`config.mk`:
```
export PLATFORM = sky130hd
export DESIGN_NAME = tick_bcd_counter
export DESIGN_NICKNAME = d
export VERILOG_FILES = /design/src/rtl/tick_bcd_counter.sv
export SDC_FILE = /design/constraint.sdc
export NUM_CORES = 1
export LEC_CHECK = 0
export CAP_MARGIN = 20
export CORE_AREA = 2 2 69 71
export CTS_CLUSTER_DIAMETER = 30
export DETAILED_ROUTE_END_ITERATION = 10
export DIE_AREA = 0 0 71 73
export PLACE_DENSITY_LB_ADDON = 0.2
export SYNTH_ARGS = -nofsm -noshare
export SYNTH_HDL_FRONTEND = slang
export SYNTH_SLANG_ARGS = --single-unit
```
`constraint.sdc`:
```
create_clock -name clock_in -period 1.7 [get_ports clock_in]
set_input_delay 0.34 -clock clock_in [delete_from_list [all_inputs] [get_ports clock_in]]
set_output_delay 0.34 -clock clock_in [all_outputs]
set_load 0.005 [all_outputs]
```
`src/rtl/tick_bcd_counter.sv`:
```
// tick_bcd_counter: samples a divided clock as data, detects its rising edges and steps a BCD counter.
// Define TICK_BCD_SATURATE_EN to saturate at all-9s / zero instead of wrapping.
module tick_bcd_counter #(
    parameter int DIGITS      = 4,
    parameter int SYNC_STAGES = 2   // legal range 2..4
) (
    input  logic                  clock_in,
    input  logic                  rst_n,
    input  logic                  tick_in,
    input  logic                  en,
    input  logic                  up,
    input  logic                  clear,
    input  logic                  load,
    input  logic [4*DIGITS-1:0]   load_val,
    output logic [4*DIGITS-1:0]   count,
    output logic                  tick_seen,
    output logic                  carry
);
    localparam int W = 4 * DIGITS;

`ifdef TICK_BCD_SATURATE_EN
    localparam bit SATURATE = 1'b1;
`else
    localparam bit SATURATE = 1'b0;
`endif

    logic [SYNC_STAGES-1:0] sync_q;
    logic                   hist_q;
    logic                   step;

    logic [W-1:0]           count_q, count_d;
    logic                   tick_seen_q, tick_seen_d;
    logic                   carry_q, carry_d;

    logic [W-1:0]           count_inc, count_dec, load_clamped;
    logic [DIGITS-1:0]      is9, is0;
    logic [DIGITS:0]        inc_chain, dec_chain;
    logic                   wrap_up, wrap_dn;

    always_ff @(posedge clock_in or negedge rst_n) begin
        if (!rst_n) begin
            sync_q <= '0;
            hist_q <= 1'b0;
        end else begin
            sync_q <= {sync_q[SYNC_STAGES-2:0], tick_in};
            hist_q <= sync_q[SYNC_STAGES-1];
        end
    end

    assign step = sync_q[SYNC_STAGES-1] & ~hist_q;

    // inc_chain[i] / dec_chain[i]: every digit below i is 9 / 0, so digit i must roll.
    always_comb begin
        inc_chain    = '0;
        dec_chain    = '0;
        inc_chain[0] = 1'b1;
        dec_chain[0] = 1'b1;
        for (int i = 0; i < DIGITS; i++) begin
            inc_chain[i+1] = inc_chain[i] & is9[i];
            dec_chain[i+1] = dec_chain[i] & is0[i];
        end
    end

    genvar gi;
    generate
        for (gi = 0; gi < DIGITS; gi++) begin : g_digit
            logic [3:0] dig;
            logic [3:0] ld;
            assign dig = count_q[4*gi +: 4];
            assign ld  = load_val[4*gi +: 4];
            assign is9[gi] = (dig == 4'd9);
            assign is0[gi] = (dig == 4'd0);
            assign count_inc[4*gi +: 4] = !inc_chain[gi] ? dig :
                                          (dig == 4'd9) ? 4'd0 : dig + 4'd1;
            assign count_dec[4*gi +: 4] = !dec_chain[gi] ? dig :
                                          (dig == 4'd0) ? 4'd9 : dig - 4'd1;
            assign load_clamped[4*gi +: 4] = (ld > 4'd9) ? 4'd9 : ld;
        end
    endgenerate

    assign wrap_up = inc_chain[DIGITS];
    assign wrap_dn = dec_chain[DIGITS];

    always_comb begin
        count_d     = count_q;
        tick_seen_d = 1'b0;
        carry_d     = 1'b0;
        if (clear) begin
            count_d = '0;
        end else if (load) begin
            count_d = load_clamped;
        end else if (step && en) begin
            tick_seen_d = 1'b1;
            if (up) begin
                carry_d = wrap_up;
                if (!(SATURATE && wrap_up)) count_d = count_inc;
            end else begin
                carry_d = wrap_dn;
                if (!(SATURATE && wrap_dn)) count_d = count_dec;
            end
        end
    end

    always_ff @(posedge clock_in or negedge rst_n) begin
        if (!rst_n) begin
            count_q     <= '0;
            tick_seen_q <= 1'b0;
            carry_q     <= 1'b0;
        end else begin
            count_q     <= count_d;
            tick_seen_q <= tick_seen_d;
            carry_q     <= carry_d;
        end
    end

    assign count     = count_q;
    assign tick_seen = tick_seen_q;
    assign carry     = carry_q;

endmodule

```
==> qor.txt <==
Starting Density: 37.9%
Critical path capture point type: flop
Overall global routing resource usage: 18.6%
Initial drt markers: 101
Antenna violations before repair: 0
H-tree level count: 1
Outcome: finished, violations left
Total Die Area: 0.00518 mm²
Fraction of the yosys area taken by sequential cells: 30.6%
Count of buffers inserted at the top-level ports: 40
Site row count: 25
Num CTS Buffers: 3
Crit path max fanout: 5
Power, Total: 1510 µW
Via total after detailed routing: 1,893
Required time of the critical path: 1.86 ns
Mapped cell area: 0.00172 mm²
Vias in the first global route: 1,694
Post-Syn Nets: 240
Relative slew margins: 75.7%
Number of synthesized flops with an enable pin: 0
TritonCTS clock tree: built
Flop and latch count out of synthesis: 21
Max-slew violation count: 0
CP arrival: 1.99 ns
Placed cell areas: 0.00245 mm²
Share of flip-flops with an asynchronous set or reset after synthesis: 100%
DR WL/cell: 14.0 µm
Placer congestion estimate: 0.813
Detail Route Antenna Nets: 0
Post-detailed-routing wire length: 4.89 mm
Worst-case clock skew: 0.00649 ns
Skew-Pair Late Insertion Delay: 0.27 ns
Vias per cell: 5.44
Global-route wire length before repair: 7.76 mm
Worst voltage drop across the vdd grid: 0.320 mV
Hold-fix buffers at CTS: 0
Root buffer selected by CTS: sky130_fd_sc_hd__clkbuf_8
Clock net sink count: 21
Count of final hold-check violations: 0
Multi-input combinational cell area: 0.00121 mm²
Number of nets in the final layout: 321
Average footprint of a synthesized cell: 8.03 µm²
Estimated wirelength of the detail-placed design: 3.53 mm
Setup slack of the critical path after layout: -0.131 ns
Fin crit share: 108%
Register area: 532 µm²
Crit Path Class: reg -> reg
Total global routing overflow: 0
Class of the most critical hold timing path: reg -> reg
Clock Pin Slew Worst Setup and Hold Paths: 0.09 ns
Failing checks: negative setup slack
Total I/O pin count: 41
Final critical path time including I/O delays and setup: 1.83 ns
Leakage power figure: 0.00112 µW
Drc violations: 0
Highest clock rate: 546 MHz
Worst-Margin Slew: 0.363 ns
P per Cell Area: 556 mW/mm²
Die span in y: 73 µm
Die width: 71 µm
RSZ-0062 raised after global routing: true
Clk buf depth: 2
Final instance area: 0.00272 mm²
Number of unique standard cell types used by synthesis: 53
Maximum capacitance violations: 0
Post-synthesis instance total: 214
Maximum number of pins on one net before global-route repair: 22
Most used flip-flop cell after synthesis: sky130_fd_sc_hd__dfrtp_1
Synth-to-Final Area Change: 58.4%
Crit start category: flop
Count of TritonRoute iterations in the first routing pass: 4
Total of fill cells in the finished design: 412
Dpl ws: -0.610 ns
Proportion of layout cells with a drive suffix above 1: 31.0%
Yosys synthesis warning count: 0
Diodes inserted: 0
Final Setup Violations: 8
Core footprint: 0.00454 mm²
==> timing repair <==
item	in CTS	in global routing
setup endpoints to repair	19	23
pin swaps	14	7
gates resized for setup	12	28
setup buffers	6	5
==> cell usage after synthesis, types with 4 or more instances <==
cell	number	area (µm²)
sky130_fd_sc_hd__nor3b_1	4	30.0
sky130_fd_sc_hd__nor2_1	18	67.6
sky130_fd_sc_hd__a211oi_1	5	37.5
sky130_fd_sc_hd__a21oi_1	9	45.0
sky130_fd_sc_hd__nand2_1	17	63.8
sky130_fd_sc_hd__nand3_1	8	40.0
sky130_fd_sc_hd__xnor2_1	7	61.3
sky130_fd_sc_hd__inv_1	6	22.5
sky130_fd_sc_hd__a221oi_1	7	61.3
sky130_fd_sc_hd__mux2i_1	4	40.0
sky130_fd_sc_hd__dfrtp_1	21	526
sky130_fd_sc_hd__buf_2	4	20.0
sky130_fd_sc_hd__o21ai_0	19	95.1
sky130_fd_sc_hd__nor3_1	7	35.0
sky130_fd_sc_hd__nor2b_1	6	37.5
sky130_fd_sc_hd__clkbuf_1	12	45.0
==> sequential cells by signal (all words and copies together) (netlist names) <==
register and cells:
count 16, sync_q 2, carry 1, hist_q 1, tick_seen 1
==> report_power, final <==
part | leakage (µW) | internal (µW) | switching, µW
Sequential | 0.000266 | 532 | 39.5
Clock | 0.0000255 | 164 | 182
Combinational | 0.000831 | 335 | 261
Total | 0.00112 | 1030 | 483
==> worst paths after layout <==
check	cells after the start	slack (ns)	from	to
setup / recovery	7	-0.13	count[4]	count[13]
hold / removal	0	0.36	sync_q[0]	sync_q[1]
setup reg to reg	7	-0.13	count[4]	count[13]
hold reg to reg	0	0.36	sync_q[0]	sync_q[1]
max in group asynchronous	2	1.04	rst_n	count[0]
min in group asynchronous	2	0.41	rst_n	count[10]
==> cell usage in the layout, fill, tap and decap left out, types with 4 or more instances in the layout <==
cell                               n
sky130_fd_sc_hd__a211oi_1          4
sky130_fd_sc_hd__a21oi_1           8
sky130_fd_sc_hd__a221oi_1          5
sky130_fd_sc_hd__buf_4            48
sky130_fd_sc_hd__buf_6             8
sky130_fd_sc_hd__clkdlybuf4s50_1  36
sky130_fd_sc_hd__dfrtp_1          16
sky130_fd_sc_hd__dfrtp_2           5
sky130_fd_sc_hd__inv_1             6
sky130_fd_sc_hd__mux2i_1           4
sky130_fd_sc_hd__nand2_1          16
sky130_fd_sc_hd__nand3_1           7
sky130_fd_sc_hd__nor2_1           18
sky130_fd_sc_hd__nor2b_1           6
sky130_fd_sc_hd__nor3_1            6
sky130_fd_sc_hd__o21ai_0          15
sky130_fd_sc_hd__o21ai_1           4
sky130_fd_sc_hd__xnor2_1           7
==> cell families (layout without fill, tap and decap cells) <==
kind of cell / Yosys count / in the layout / share of synthesized area, %
flip-flops: 21 / 21 / 30.6
buffers and inverters: 25 / 105 / 6.41
AO/OA/AOI/OAI: 67 / 67 / 27.5
XOR/XNOR: 7 / 7 / 3.57
multiplexers: 4 / 4 / 2.33
AND/OR/NAND/NOR: 87 / 87 / 27.4
adder cells (fa/ha/maj): 3 / 3 / 2.19
==> critical path: stages (launching register included) <==
cell                      delay [ns]
sky130_fd_sc_hd__dfrtp_1        0.42
sky130_fd_sc_hd__inv_1          0.07
sky130_fd_sc_hd__ha_2           0.17
sky130_fd_sc_hd__nor3b_4        0.23
sky130_fd_sc_hd__nand4_1        0.23
sky130_fd_sc_hd__a21oi_4        0.31
sky130_fd_sc_hd__nor3b_2        0.07
sky130_fd_sc_hd__a211o_1        0.22
==> area by class of cell <==
| cell class | instances | share of cell area (%) |
|---|---|---|
| multi-input combinational | 168 | 44.4 |
| timing repair buffer | 95 | 31.0 |
| inverter | 6 | 0.828 |
| tap | 54 | 2.48 |
| sequential | 21 | 19.5 |
| clock buffer | 3 | 1.52 |
| clock inverter | 1 | 0.184 |
==> routing by layer <==
layer  track usage, %  vias to the layer above  routed length, µm  part of all wire (%)
met5                0                        -                  0                     0
met4             4.40                        0                 38                  0.78
met3             1.52                        4                168                   3.4
met2             32.6                       36               2450                    50
met1             24.9                      900               2230                    46
li1                 -                      953                  -                     -
==> stage by stage <==
stage	utilization (%)	hold WS, ns	cells	TNS, ns
4_1_cts	56.8	0.358	343	-1.00
5_1_grt	60.0	0.361	348	-2.39
3_5_place_dp	54.0	0.340	333	-6.34
3_3_place_gp	54.0	0.336	333	-5.95
6_report	60.0	0.359	348	-0.690
2_1_floorplan	-	0.0444	214	-0.221
Note: power is estimated with default switching activity, not from simulation.
